$ cat config.mk
export PLATFORM = sky130hd
export DESIGN_NAME = apb_slave_regfile_flat
export DESIGN_NICKNAME = d
export VERILOG_FILES = /design/src/rtl/apb_slave_regfile_if.sv /design/src/rtl/apb_slave_regfile.sv /design/src/flat_wrapper.sv
export SDC_FILE = /design/constraint.sdc
export NUM_CORES = 1
export LEC_CHECK = 0
export CORE_MARGIN = 2
export CORE_UTILIZATION = 45
export CTS_CLUSTER_SIZE = 30
export DETAILED_ROUTE_END_ITERATION = 12
export PLACE_DENSITY = 0.63
export SLEW_MARGIN = 25
export SYNTH_ARGS = -nofsm -noshare
export SYNTH_HDL_FRONTEND = slang
export SYNTH_SLANG_ARGS = --single-unit
export TNS_END_PERCENT = 1
$ cat constraint.sdc
create_clock -name pclk -period 2.6 [get_ports pclk]
set_input_delay 0.65 -clock pclk [delete_from_list [all_inputs] [get_ports pclk]]
set_output_delay 0.65 -clock pclk [all_outputs]
set_load 0.02 [all_outputs]
$ cat src/rtl/apb_slave_regfile_if.sv
// APB bus bundle shared between a master/bridge and the register-file slave.
// Clock and reset are kept outside the bundle as plain ports.
interface apb_slave_regfile_if #(
  parameter int DATA_WIDTH = 32,
  parameter int ADDR_WIDTH = 8
);
  logic                      psel;
  logic                      penable;
  logic                      pwrite;
  logic [ADDR_WIDTH-1:0]     paddr;
  logic [DATA_WIDTH-1:0]     pwdata;
  logic [DATA_WIDTH/8-1:0]   pstrb;
  logic [DATA_WIDTH-1:0]     prdata;
  logic                      pready;
  logic                      pslverr;

  modport master (
    output psel, penable, pwrite, paddr, pwdata, pstrb,
    input  prdata, pready, pslverr
  );

  modport slave (
    input  psel, penable, pwrite, paddr, pwdata, pstrb,
    output prdata, pready, pslverr
  );
endinterface

$ cat src/rtl/apb_slave_regfile.sv
// Parametrised APB register-file slave: read-only ID at index 0, byte strobes,
// programmable wait states and PSLVERR on decode errors.
module apb_slave_regfile #(
  parameter int          DATA_WIDTH  = 32,
  parameter int          ADDR_WIDTH  = 8,
  parameter int          DEPTH       = 16,
  parameter int          WAIT_STATES = 0,
  parameter logic [31:0] ID_VALUE    = 32'hA5B0_0001
) (
  input  logic                pclk,
  input  logic                preset,
  apb_slave_regfile_if.slave  apb
);

  localparam int BYTES = DATA_WIDTH / 8;
  localparam int OFF_W = $clog2(BYTES);
  localparam int IDX_W = ADDR_WIDTH - OFF_W;
  localparam int REG_W = $clog2(DEPTH);

  localparam logic [IDX_W:0]       DEPTH_V   = (IDX_W + 1)'(DEPTH);
  localparam logic [DATA_WIDTH-1:0] ID_WORD  = DATA_WIDTH'(ID_VALUE);
  localparam logic [3:0]           WAIT_LOAD = 4'(WAIT_STATES);

  localparam logic [1:0] S_IDLE  = 2'd0;
  localparam logic [1:0] S_WAIT  = 2'd1;
  localparam logic [1:0] S_READY = 2'd2;

  logic [1:0]            state;
  logic [3:0]            wait_cnt;
  logic [DATA_WIDTH-1:0] regs [DEPTH];
  logic [DATA_WIDTH-1:0] prdata_q;
  logic                  pready_q;
  logic                  pslverr_q;
  logic [REG_W-1:0]      hold_idx;
  logic                  hold_write;
  logic                  hold_err;

  logic [IDX_W-1:0]      cur_idx;
  logic                  cur_err;
  logic [DATA_WIDTH-1:0] cur_rdata;
  logic                  enter_ready;
  logic                  commit;
  logic [DATA_WIDTH-1:0] byte_mask;
  logic [DATA_WIDTH-1:0] merged;

  // Byte offset bits of paddr never influence decoding.
  if (OFF_W > 0) begin : g_offset
    logic unused_offset;
    assign unused_offset = &{1'b0, apb.paddr[OFF_W-1:0]};
  end

  // Expand the byte strobes into a bit mask for the write merge.
  for (genvar g = 0; g < BYTES; g++) begin : g_mask
    assign byte_mask[8*g +: 8] = {8{apb.pstrb[g]}};
  end

  // Decode the current address into a register index, error flag and read value.
  always_comb begin
    cur_idx   = apb.paddr[ADDR_WIDTH-1:OFF_W];
    cur_err   = ({1'b0, cur_idx} >= DEPTH_V) || (apb.pwrite && (cur_idx == '0));
    cur_rdata = '0;
    if (cur_idx == '0) begin
      cur_rdata = ID_WORD;
    end else if ({1'b0, cur_idx} < DEPTH_V) begin
      cur_rdata = regs[cur_idx[REG_W-1:0]];
    end
  end

  // Work out when the FSM moves into READY and when a write is committed.
  always_comb begin
    enter_ready = apb.psel &&
                  (((state == S_IDLE) && !apb.penable && (WAIT_STATES == 0)) ||
                   ((state == S_WAIT) && apb.penable && (wait_cnt == 4'd1)));
    commit      = (state == S_READY) && apb.psel && apb.penable && hold_write && !hold_err;
    merged      = (regs[hold_idx] & ~byte_mask) | (apb.pwdata & byte_mask);
  end

  // Transfer FSM with registered response outputs; deselect aborts any transfer.
  always_ff @(posedge pclk) begin
    if (!preset) begin
      state      <= S_IDLE;
      wait_cnt   <= '0;
      pready_q   <= 1'b0;
      pslverr_q  <= 1'b0;
      prdata_q   <= '0;
      hold_idx   <= '0;
      hold_write <= 1'b0;
      hold_err   <= 1'b0;
    end else if (!apb.psel) begin
      state     <= S_IDLE;
      wait_cnt  <= '0;
      pready_q  <= 1'b0;
      pslverr_q <= 1'b0;
      prdata_q  <= '0;
    end else if (enter_ready) begin
      state      <= S_READY;
      wait_cnt   <= '0;
      pready_q   <= 1'b1;
      pslverr_q  <= cur_err;
      prdata_q   <= apb.pwrite ? '0 : cur_rdata;
      hold_idx   <= cur_idx[REG_W-1:0];
      hold_write <= apb.pwrite;
      hold_err   <= cur_err;
    end else begin
      case (state)
        S_IDLE: begin
          if (!apb.penable) begin
            state    <= S_WAIT;
            wait_cnt <= WAIT_LOAD;
          end
        end
        S_WAIT: begin
          if (apb.penable) begin
            wait_cnt <= wait_cnt - 4'd1;
          end
        end
        S_READY: begin
          state     <= S_IDLE;
          pready_q  <= 1'b0;
          pslverr_q <= 1'b0;
          prdata_q  <= '0;
        end
        default: begin
          state <= S_IDLE;
        end
      endcase
    end
  end

  // Register storage: cleared by reset, byte-merged on a completing good write.
  always_ff @(posedge pclk) begin
    if (!preset) begin
      regs <= '{default: '0};
    end else if (commit) begin
      regs[hold_idx] <= merged;
    end
  end

  assign apb.prdata  = prdata_q;
  assign apb.pready  = pready_q;
  assign apb.pslverr = pslverr_q;

endmodule

$ cat src/flat_wrapper.sv
// flat-port wrapper written by rule: the top's interface ports become plain ports
module apb_slave_regfile_flat 
#(
  parameter int          DATA_WIDTH  = 32,
  parameter int          ADDR_WIDTH  = 8,
  parameter int          DEPTH       = 16,
  parameter int          WAIT_STATES = 0,
  parameter logic [31:0] ID_VALUE    = 32'hA5B0_0001
)
  (pclk, preset, apb_psel, apb_penable, apb_pwrite, apb_paddr, apb_pwdata, apb_pstrb, apb_prdata, apb_pready, apb_pslverr);
  apb_slave_regfile_if #(.DATA_WIDTH(DATA_WIDTH), .ADDR_WIDTH(ADDR_WIDTH)) apb_i ();
  input  logic pclk;
  input  logic preset;
  input wire logic [$bits(apb_i.psel)-1:0] apb_psel;
  input wire logic [$bits(apb_i.penable)-1:0] apb_penable;
  input wire logic [$bits(apb_i.pwrite)-1:0] apb_pwrite;
  input wire logic [$bits(apb_i.paddr)-1:0] apb_paddr;
  input wire logic [$bits(apb_i.pwdata)-1:0] apb_pwdata;
  input wire logic [$bits(apb_i.pstrb)-1:0] apb_pstrb;
  output wire logic [$bits(apb_i.prdata)-1:0] apb_prdata;
  output wire logic [$bits(apb_i.pready)-1:0] apb_pready;
  output wire logic [$bits(apb_i.pslverr)-1:0] apb_pslverr;
  assign apb_i.psel = apb_psel;
  assign apb_i.penable = apb_penable;
  assign apb_i.pwrite = apb_pwrite;
  assign apb_i.paddr = apb_paddr;
  assign apb_i.pwdata = apb_pwdata;
  assign apb_i.pstrb = apb_pstrb;
  assign apb_prdata = apb_i.prdata;
  assign apb_pready = apb_i.pready;
  assign apb_pslverr = apb_i.pslverr;
  apb_slave_regfile #(.DATA_WIDTH(DATA_WIDTH), .ADDR_WIDTH(ADDR_WIDTH), .DEPTH(DEPTH), .WAIT_STATES(WAIT_STATES), .ID_VALUE(ID_VALUE)) u_core (.pclk(pclk), .preset(preset), .apb(apb_i));
endmodule
# ---- Word level (Yosys, flattened, before mapping)
# Index checks and enable logic that the tools add are counted.
dict set report classes {
  addsub 1
  n_bitwise 9
  n_reduce_logical 24
  n_mux 23
  eq_ne 7
  n_lt_le_gt_ge 5
}
# op count
set ops {}
lappend ops {{512-bit bitwise mux} 1}
lappend ops {{32-bit two-way mux} 10}
lappend ops {{32-bit binary-select mux with 4-bit select} 2}
lappend ops {{32-bit demux with 4-bit select} 1}
lappend ops {{32-bit bitwise AND} 2}
lappend ops {{32-bit inverter} 1}
lappend ops {{32-bit OR} 1}
lappend ops {{5-bit greater-or-equal comparator (second input constant)} 2}
lappend ops {{1-bit logical AND} 10}
lappend ops {{4-bit inverter with 5-bit output} 2}
lappend ops {{4-bit two-way mux} 2}
lappend ops {{4-bit case mux with 2 select lines} 1}
lappend ops {{2-bit AND reduction} 4}
lappend ops {{6-bit by 5-bit greater-or-equal comparator with 1-bit output (second input constant)} 1}
lappend ops {{6-bit zero test} 1}
lappend ops {{6-bit by 5-bit less-than comparator with 1-bit output (second input constant)} 1}
lappend ops {{5-bit by 1-bit less-than comparator with 1-bit output (second input constant)} 1}
lappend ops {{4-bit by 1-bit == test with 1-bit output (second input constant)} 1}
lappend ops {{2-bit two-way mux} 2}
lappend ops {{2-bit inequality test (second input constant)} 2}
lappend ops {{2-bit case mux with 2 select lines} 1}
lappend ops {{2-bit nonzero test} 2}
lappend ops {{4-bit by 1-bit subtractor with 4-bit output (second input constant)} 1}
lappend ops {{1-bit two-way mux} 3}
lappend ops {{other kinds (10)} 14}
dict set report totals {
  register_bits 558
}

# ---- Logic depth before layout (Yosys ltp)
# Gate-level depths: netlist (run 1).
dict set report logic_depth {
  word_depth 8
  ltp_mapped 11
  depth_no_buf 6
}

# ---- Worst setup path before layout (run 1)
# OpenSTA, ideal clock, no wires.
dict set report synth_path {
  path_kind {input port to flip-flop}
  start {input port apb_paddr[3]}
  end {register u_core.prdata_q[0], in the netlist u_core.apb.prdata[0]}
  stages 4
  setup_ps 117
  arrival_ps 2372
  path_slack_ps 111
  cell_sequence {buf_1 mux4_2 mux4_2 a22o_1}
}
dict set report synth_via {
  elab_chain_len 8
  word_cells_on_any_way 10
  cone_classes {1 x order compare; 7 x mux; 1 x bitwise; 1 x reduce/logical}
}
# item line
set synth_rtl {}
lappend synth_rtl {{start, declared} flat_wrapper.sv:17} ;# input wire logic [$bits(apb_i.paddr)-1:0] apb_paddr;
lappend synth_rtl {{4-bit inverter with 5-bit output (implied by the code)} apb_slave_regfile.sv:65} ;# cur_rdata = regs[cur_idx[REG_W-1:0]];
lappend synth_rtl {{32-bit binary-select mux with 4-bit select} apb_slave_regfile.sv:65}
lappend synth_rtl {{32-bit two-way mux (implied by the code) (2 in a row)} apb_slave_regfile.sv:65}
lappend synth_rtl {{32-bit two-way mux} apb_slave_regfile.sv:64} ;# end else if ({1'b0, cur_idx} < DEPTH_V) begin
lappend synth_rtl {{32-bit two-way mux (*)} apb_slave_regfile.sv:62} ;# if (cur_idx == '0) begin
lappend synth_rtl {{32-bit two-way mux (*)} apb_slave_regfile.sv:100} ;# prdata_q <= apb.pwrite ? '0 : cur_rdata;
lappend synth_rtl {{32-bit two-way mux (*)} apb_slave_regfile.sv:95} ;# end else if (enter_ready) begin
lappend synth_rtl {{end signal, assigned} apb_slave_regfile.sv:100}
lappend synth_rtl {{end, declared} apb_slave_regfile.sv:31} ;# logic [DATA_WIDTH-1:0] prdata_q;
# Every way passes the cells marked *; elsewhere a longest branch is shown, timed or not. The select of a mux whose other input is x is not followed.
# A chain may end at the register's enable or synchronous reset.

# ---- Final worst setup path (run 1)
dict set report layout_path {
  start {register u_core.hold_idx[1]}
  end {register u_core.regs[44] (netlist name)}
}
dict set report layout_via {
  elab_chain_len 7
  word_cells_on_any_way 12
  cone_classes {2 x order compare; 6 x mux; 3 x bitwise; 1 x reduce/logical}
}
# item line
set layout_rtl {}
lappend layout_rtl {{start, declared} apb_slave_regfile.sv:34} ;# logic [REG_W-1:0] hold_idx;
lappend layout_rtl {{start signal, assigned} apb_slave_regfile.sv:101} ;# hold_idx <= cur_idx[REG_W-1:0];
lappend layout_rtl {{4-bit inverter with 5-bit output (implied by the code) (*)} {apb_slave_regfile.sv:75, apb_slave_regfile.sv:135}}
lappend layout_rtl {{32-bit binary-select mux with 4-bit select} apb_slave_regfile.sv:75} ;# merged = (regs[hold_idx] & ~byte_mask) | (apb.pwdata & byte_mask);
lappend layout_rtl {{32-bit two-way mux (implied by the code) (2 in a row)} apb_slave_regfile.sv:75}
lappend layout_rtl {{32-bit bitwise AND} apb_slave_regfile.sv:75}
lappend layout_rtl {{32-bit OR} apb_slave_regfile.sv:75}
lappend layout_rtl {{512-bit bitwise mux (*)} apb_slave_regfile.sv:135} ;# regs[hold_idx] <= merged;
lappend layout_rtl {{end signal, assigned by index} apb_slave_regfile.sv:135}
lappend layout_rtl {{end, declared} apb_slave_regfile.sv:30} ;# logic [DATA_WIDTH-1:0] regs [DEPTH];
# Marks and branches as above.

==> key figures, run 1 <==
Worst setup path
  – Reg2reg start: u_core.hold_idx[1]$_SDFFE_PN0P_
  – Worst Setup End Kind: flop
  – Worst path cell trace: buf_12 > buf_4 > mux4_2 > mux2_2 > a211oi_2 > buf_4 > o31ai_1
  – Delay-heaviest family, CP: multiplexers
  – Crit path top cell by count: buf_4
  – Worst path required time: 3.12 ns
  – Critical path fanouts, max: 30
  – WS Path Type: reg2reg
  – Arr. time, crit path: 3.03 ns
  – Worst path slowest cell: mux4_2
  – Crit path largest cell delay: 0.52 ns
  – Worst Path Buf+Inv: 3
  – Worst setup SP type: flop
  – Setup crit start: u_core.hold_idx[1]$_SDFFE_PN0P_

Finish
  – Share of layout cells above drive strength 1: 0.275
  – Finished Layout Cells: 3536
  – Fin nets: 2749
  – Syn-to-layout area delta: 21.1%
  – Antenna Cells: 0
  – FILL cells: 5078
  – Post-layout util: 0.547

Synthesis
  – Mapped Cells: 2565
  – Post-synthesis xor/xnor area fraction: 0
  – Compound-Gate Fraction of Synth Area: 0.205
  – Synth Flop Type: dfxtp_1
  – Synth async-reset ratio: 0
  – Average size of a mapped cell: 10.8 sq um
  – Post-synth EDFFs: 0
  – Fraction of synthesized area in multiplexers: 0.251
  – Synth Register Bits: 558
  – Synth warn: 0
  – Sequential-to-total area share from yosys stat: 0.403
  – Mapped Area: 27700 sq um
  – Synth Area in Simple Gates: 0.0877
  – Largest family of logic cells by synthesized area: multiplexers
  – Yosys cell types: 53
  – Synth Area in Adders: 0.000902
  – Syn Nets: 2616

Global route
  – Antenna violations before repair: 0
  – First-pass GRT wire length: 150000 um
  – Grt total ovfl: 0
  – Tot GR Track Use: 0.315
  – Largest net degree at the start of global routing: 62
  – Vias in the first global route: 23500

Pwr
  – Leak: 0.0114 uW
  – Max IR drop VDD: 525 uV
  – Total power draw: 19700 uW
  – PwrDens: 586 nW/um^2

CTS
  – Clock Tree Buf Depth: 3
  – Clk_lat worst skew: 0.64 ns
  – Clk sinks: 558
  – Total CTS buffers: 59
  – Setup bufs post-CTS: 0
  – Hold buffers post-CTS: 0
  – Root Driver: clkbuf_16
  – CTS tree: built
  – H-tree Lvls: 2
  – Reg clk slew, reported paths: 0.06 ns
  – Post-CTS sizing: 0

Timing
  – Final Cycle Share: 0.967
  – Slew at the pin closest to its max-slew limit: 0.707 ns
  – WHS: 0.390 ns
  – Unrepaired setup endpoints after global routing: false
  – Tmin final: 2.51 ns
  – F_max: 0.398 GHz
  – Hold Fails Final Rpt: 0
  – Clk_skew: 0.0151 ns
  – Final Setup Violations: 0
  – Max transition margin: 0.529
  – Final max-slew violation count: 0

Die
  – DIE WIDTH: 252 um
  – Die area: 63600 sq um
  – Core Rows: 91
  – Starting Density: 0.452
  – DIE HEIGHT: 252 um
  – Top Ports: 83
  – Area of the core: 61400 sq um

Run
  – Max Cap Viol: 0

Detailed routing
  – Post-route ant nets: 0
  – DRC Markers: 0
  – DR vias/cell: 6.71
  – Detailed Routing Iterations Pass 1: 5
  – Routed len/inst: 28.6 um
  – Initial drt markers: 2864
  – Vias: 23700
  – Total wire length: 101000 um

Hold path
  – Tightest Hold Check Type: in2reg
  – Hold_sp: preset

Placement
  – PortBufs: 80
  – Inst Count DP: 3427
  – DP HPWL: 64000 um
  – Routability Congestion: 0.869

Status
  – Run status: completed
worst reg2reg max path, cell delays in order (launching register included):
cell and delay [ns]:
dfxtp_4 0.45, buf_12 0.28, buf_4 0.28, mux4_2 0.52, mux2_2 0.30, a211oi_2 0.24, buf_4 0.23, o31ai_1 0.10
worst paths after layout:
| path | slack (ns) | cells past startpoint | end |
|---|---|---|---|
| setup / recovery | 0.09 | 7 | u_core.regs[44]$_SDFFE_PN0P_ |
| hold reg to reg | 0.45 | 2 | u_core.apb.prdata[28]$_SDFFE_PN0P_ |
| hold / removal | 0.39 | 3 | u_core.hold_write$_SDFFE_PN0P_ |
| setup reg to reg | 0.09 | 7 | u_core.regs[44]$_SDFFE_PN0P_ |
sequential cells by signal, indices dropped and copies added, names as in the netlist:
signal,flops
u_core.state,2
u_core.apb.pslverr,1
u_core.hold_err,1
u_core.regs,512
u_core.wait_cnt,4
u_core.hold_idx,4
u_core.apb.prdata,32
u_core.apb.pready,1
u_core.hold_write,1
cells in the mapped netlist (all sizes together) (2+ instances only):
cell,n,share of area
a211oi,9,0.0035
a21oi,18,0.0032
a221o,16,0.0058
a221oi,25,0.024
a22o,8,0.0025
a22oi,2,0.00054
a41oi,16,0.0061
and2,9,0.0020
and3,2,0.00045
buf,128,0.027
clkbuf,150,0.020
clkinv,2,0.00027
dfxtp,558,0.40
ha,2,0.00090
inv,34,0.0046
mux2,89,0.036
mux2i,91,0.033
mux4,224,0.18
nand2,497,0.067
nand3,29,0.0052
nand4,14,0.0041
nor2,7,0.0010
nor2b,8,0.0018
nor3b,8,0.0022
nor4,2,0.00045
nor4b,2,0.00063
o21ai,65,0.012
o21bai,7,0.0019
o221ai,16,0.0051
o31ai,490,0.13
o32ai,24,0.0076
per-layer routing:
layer  global-route usage  vias up  wire (um)
li1                     -    10200          -
met1                0.411    11800      39300
met2                0.496     1443      46300
met3               0.0701      339      10400
met4                0.152        0       5130
met5                    0        -          0
final cells by class:
class	instances	area (sq um)	area share
repair buffers	350	3710	0.110
multi-input cells	1693	15400	0.460
well taps	790	988	0.0294
clock inverters	26	455	0.0136
flip-flops and latches	558	11200	0.333
clock buffers	83	1680	0.0499
inverters	36	136	0.00406
placed cells by master (no fill, tap or decap), drive strengths merged, types with 2 or more instances in the layout:
cell           count
clkinvlp           2
o32ai             24
a41oi             16
a21oi             18
nor2               7
clkbuf            84
nand4             14
mux2i             91
bufinv            11
nor2b              8
clkdlybuf4s50     75
mux2              89
a22o               8
buf              274
a22oi              2
and3               2
dfxtp            558
ha                 2
clkinv            13
a211oi             9
nand3             29
nor3b              8
nor4b              2
o21bai             7
inv               36
mux4             224
nand2            497
o31ai            490
a221oi            25
o21ai             65
o221ai            16
a221o             16
and2               9
nor4               2
through the flow:
step	area (sq um)	setup WS (ns)	setup TNS, ns
floorplan	27700	0.111	0
detailed placement	31400	-0.0487	-0.673
CTS	33600	0.135	0
global route	33600	0.0147	0
global placement	31400	0.00345	0
finish	33600	0.0851	0
cells by family (layout without fill, tap and decap cells):
| group | Yosys count | in the layout |
|---|---|---|
| buf+inv | 314 | 495 |
| flops | 558 | 558 |
| simple gates | 587 | 587 |
| fa+ha+maj | 2 | 2 |
| mux | 404 | 404 |
| compound gates | 700 | 700 |
report_power, final:
| group | leakage, uW | internal [uW] | total, uW | switching, uW |
|---|---|---|---|---|
| Clock | 0.00104 | 5600 | 9290 | 3690 |
| Sequential | 0.00449 | 8550 | 8580 | 24.9 |
| Combinational | 0.00587 | 648 | 1810 | 1160 |
Power figures use the tool's default switching activity.
==> run 2: changes to the inputs <==
==> constraint.sdc (replaced) <==
create_clock -name pclk -period 2 [get_ports pclk]
set_input_delay 0.5 -clock pclk [delete_from_list [all_inputs] [get_ports pclk]]
set_output_delay 0.5 -clock pclk [all_outputs]
set_load 0.02 [all_outputs]
==> run 2 against run 1 <==
The run now ends with setup timing left; design area rose by 5.3%; non-clock buffer count rose by 115; die area did not move; largest cell class unchanged; worst hold slack got worse by 0.097 ns; sequential power rose by 29%; critical endpoint is now u_core.regs[146]$_SDFFE_PN0P_; routed wire length rose by 3.6%; via count rose by 2.6%; critical path type unchanged; clock skew rose by 0.023 ns; core utilization rose by 2.9 points; cell count rose by 3.3%; count of clock-buffer cells in the layout rose by 3; highest routed layer unchanged.
==> key figures, run 2 (synthesis results as in run 1) <==
Status
  – Run status: complete, but fails checks (was completed)
  – Failing checks: setup timing

Die
  – Top Ports: 83 (unchanged)
  – DIE WIDTH: 252 um (unchanged)
  – Die area: 63600 sq um (unchanged)
  – DIE HEIGHT: 252 um (unchanged)
  – Core Rows: 91 (unchanged)
  – Starting Density: 0.452 (unchanged)
  – Area of the core: 61400 sq um (unchanged)

CTS
  – Clock Tree Buf Depth: 3 (unchanged)
  – H-tree Lvls: 2 (unchanged)
  – Root Driver: clkbuf_16 (unchanged)
  – CTS tree: built (unchanged)
  – Total CTS buffers: 60 (was 59)
  – Hold buffers post-CTS: 0 (unchanged)
  – Reg clk slew, reported paths: 0.06 ns (about the same)
  – Clk sinks: 558 (unchanged)
  – Clk_lat worst skew: 0.66 ns (was 0.64 ns)

Global route
  – First-pass GRT wire length: 154000 um (was 150000 um)
  – Vias in the first global route: 24300 (was 23500)
  – Most used routing layer: met2 (unchanged)
  – Global-route track usage on met3: 0.0739 (was 0.0701)
  – Grt total ovfl: 0 (unchanged)
  – GR Util met2: 0.508 (was 0.496)
  – Antenna violations before repair: 0 (unchanged)
  – M1 GR Usage: 0.417 (was 0.411)
  – Tot GR Track Use: 0.324 (was 0.315)
  – Largest net degree at the start of global routing: 53 (was 62)

Detailed routing
  – DRC Markers: 0 (unchanged)
  – Routed len/inst: 28.7 um (was 28.6 um)
  – Vias: 24300 (was 23700)
  – Detailed Routing Iterations Pass 1: 8 (was 5)
  – Total wire length: 105000 um (was 101000 um)
  – Initial drt markers: 3194 (was 2864)
  – DR vias/cell: 6.66 (was 6.71)
  – Post-route ant nets: 0 (unchanged)

Timing
  – Clk_skew: 0.0385 ns (was 0.0151 ns)
  – Final max-slew violation count: 0 (unchanged)
  – Final Cycle Share: 1.12 (was 0.967)
  – Slew at the pin closest to its max-slew limit: 0.490 ns (was 0.707 ns)
  – F_max: 0.445 GHz (was 0.398 GHz)
  – Max transition margin: 0.673 (was 0.529)
  – Tmin final: 2.25 ns (was 2.51 ns)
  – Hold Fails Final Rpt: 0 (unchanged)
  – Final Setup Violations: 492 (was 0)
  – PnR worst setup slack: -0.247 ns (was 0.0851 ns)
  – WHS: 0.294 ns (was 0.390 ns)
  – Unrepaired setup endpoints after global routing: true (was false)

Worst setup path
  – Setup crit start: u_core.hold_idx[1]$_SDFFE_PN0P_ (unchanged)
  – Worst path required time: 2.52 ns (was 3.12 ns)
  – Worst Setup End Kind: flop (unchanged)
  – Arr. time, crit path: 2.76 ns (was 3.03 ns)
  – Worst Reg2Reg Path Length in Cells: 8 (was 7)
  – WS Path Type: reg2reg (unchanged)
  – Worst path slowest cell: mux4_2 (unchanged)
  – Worst setup SP type: flop (unchanged)
  – Delay-heaviest family, CP: multiplexers (unchanged)
  – Worst Path Buf+Inv: 4 (was 3)
  – Crit path largest cell delay: 0.48 ns (was 0.52 ns)
  – Critical path fanouts, max: 7 (was 30)
  – WP depth: 8 (was 7)
  – CP endpoint: u_core.regs[146]$_SDFFE_PN0P_ (was u_core.regs[44]$_SDFFE_PN0P_)
  – R2R Path End: u_core.regs[146]$_SDFFE_PN0P_ (was u_core.regs[44]$_SDFFE_PN0P_)
  – Reg2reg start: u_core.hold_idx[1]$_SDFFE_PN0P_ (unchanged)
  – Worst path cell trace: buf_12 > buf_12 > buf_6 > mux4_2 > mux2_4 > a221oi_4 > buf_6 > o31ai_1 (was buf_12 > buf_4 > mux4_2 > mux2_2 > a211oi_2 > buf_4 > o31ai_1)
  – R2R Setup Slk: -0.25 ns (was 0.09 ns)

Pwr
  – Max IR drop VDD: 644 uV (was 525 uV)
  – Total power draw: 25600 uW (was 19700 uW)
  – PwrDens: 723 nW/um^2 (was 586 nW/um^2)
  – Leak: 0.0125 uW (was 0.0114 uW)

Finish
  – Share of layout cells above drive strength 1: 0.312 (was 0.275)
  – Final instance area: 35400 sq um (was 33600 sq um)
  – Fin nets: 2865 (was 2749)
  – Biggest register: u_core.regs (unchanged)
  – Max reg flops: 512 (unchanged)
  – Syn-to-layout area delta: 27.5% (was 21.1%)
  – Most common cell after layout, fill and taps aside: dfxtp_1 (unchanged)
  – Most used cells in the layout excluding fill and tap cells: dfxtp_1, nand2_1, o31ai_1, mux4_2, buf_4 (was dfxtp_1, o31ai_1, nand2_1, mux4_2, buf_4)

Hold path
  – Tightest Hold Check Type: in2reg (unchanged)
  – Hold_sp: preset (unchanged)

Placement
  – Cell Area, Placed: 32500 sq um (was 31400 sq um)
  – Routability Congestion: 0.914 (was 0.869)
  – PortBufs: 80 (unchanged)
  – DP HPWL: 67300 um (was 64000 um)

Run
  – Max Cap Viol: 0 (unchanged)
## run 2: through the flow
step	TNS [ns]	setup slack (ns)	utilization	std cells
3_3_place_gp	-195.03	-0.442	0.529	3504
3_5_place_dp	-213.69	-0.510	0.529	3504
4_1_cts	-74.76	-0.240	0.574	3653
2_1_floorplan	-41.24	-0.134	-	2565
5_1_grt	-112.71	-0.332	0.576	3653
6_report	-83.03	-0.247	0.576	3654
## run 2: what timing repair did
action,4_1_cts,5_1_grt
gates cloned,3,0
gates resized for setup,107,45
buffers inserted,35,0
setup endpoints to repair,546,526
pin swaps,53,21
## run 2: final cells by class
cell class | instances | area (sq um)
fillers | 4988 | 26000
multi-input cells | 1693 | 15700
diodes | 1 | 2.50
flip-flops and latches | 558 | 11200
well taps | 790 | 988
repair buffers | 465 | 5320
clock inverters | 25 | 340
inverters | 36 | 136
clock buffers | 86 | 1720
## run 2: routing by layer
layer	wire, um	share of wire	up-vias
met5	0	0	-
met4	6220	0.059	0
met3	11400	0.11	382
met2	47300	0.45	1565
met1	39800	0.38	12000
li1	-	-	10400
## run 2: how the worst min path moves through the flow
stage | slack, ns | cells past startpoint | to
final | 0.29 | 4 | u_core.apb.pslverr$_SDFFE_PN0P_
after global routing | 0.31 | 4 | u_core.apb.pslverr$_SDFFE_PN0P_
after CTS | 0.27 | 4 | u_core.apb.pslverr$_SDFFE_PN0P_
after detailed placement | 0.44 | 2 | u_core.regs[501]$_SDFFE_PN0P_
after global placement | 0.43 | 2 | u_core.regs[500]$_SDFFE_PN0P_
after floorplan | 0.42 | 2 | u_core.regs[480]$_SDFFE_PN0P_
## run 2: worst min-delay path, delay by kind of cell
kind	cells	cell delay, ns
buf+inv	2	0.25
simple gates	1	0.09
compound gates	1	0.03
## run 2: power by group
part           switching (uW)  internal, uW
clock                    4820          6870
combinational            1610          1120
sequential               20.7         11100
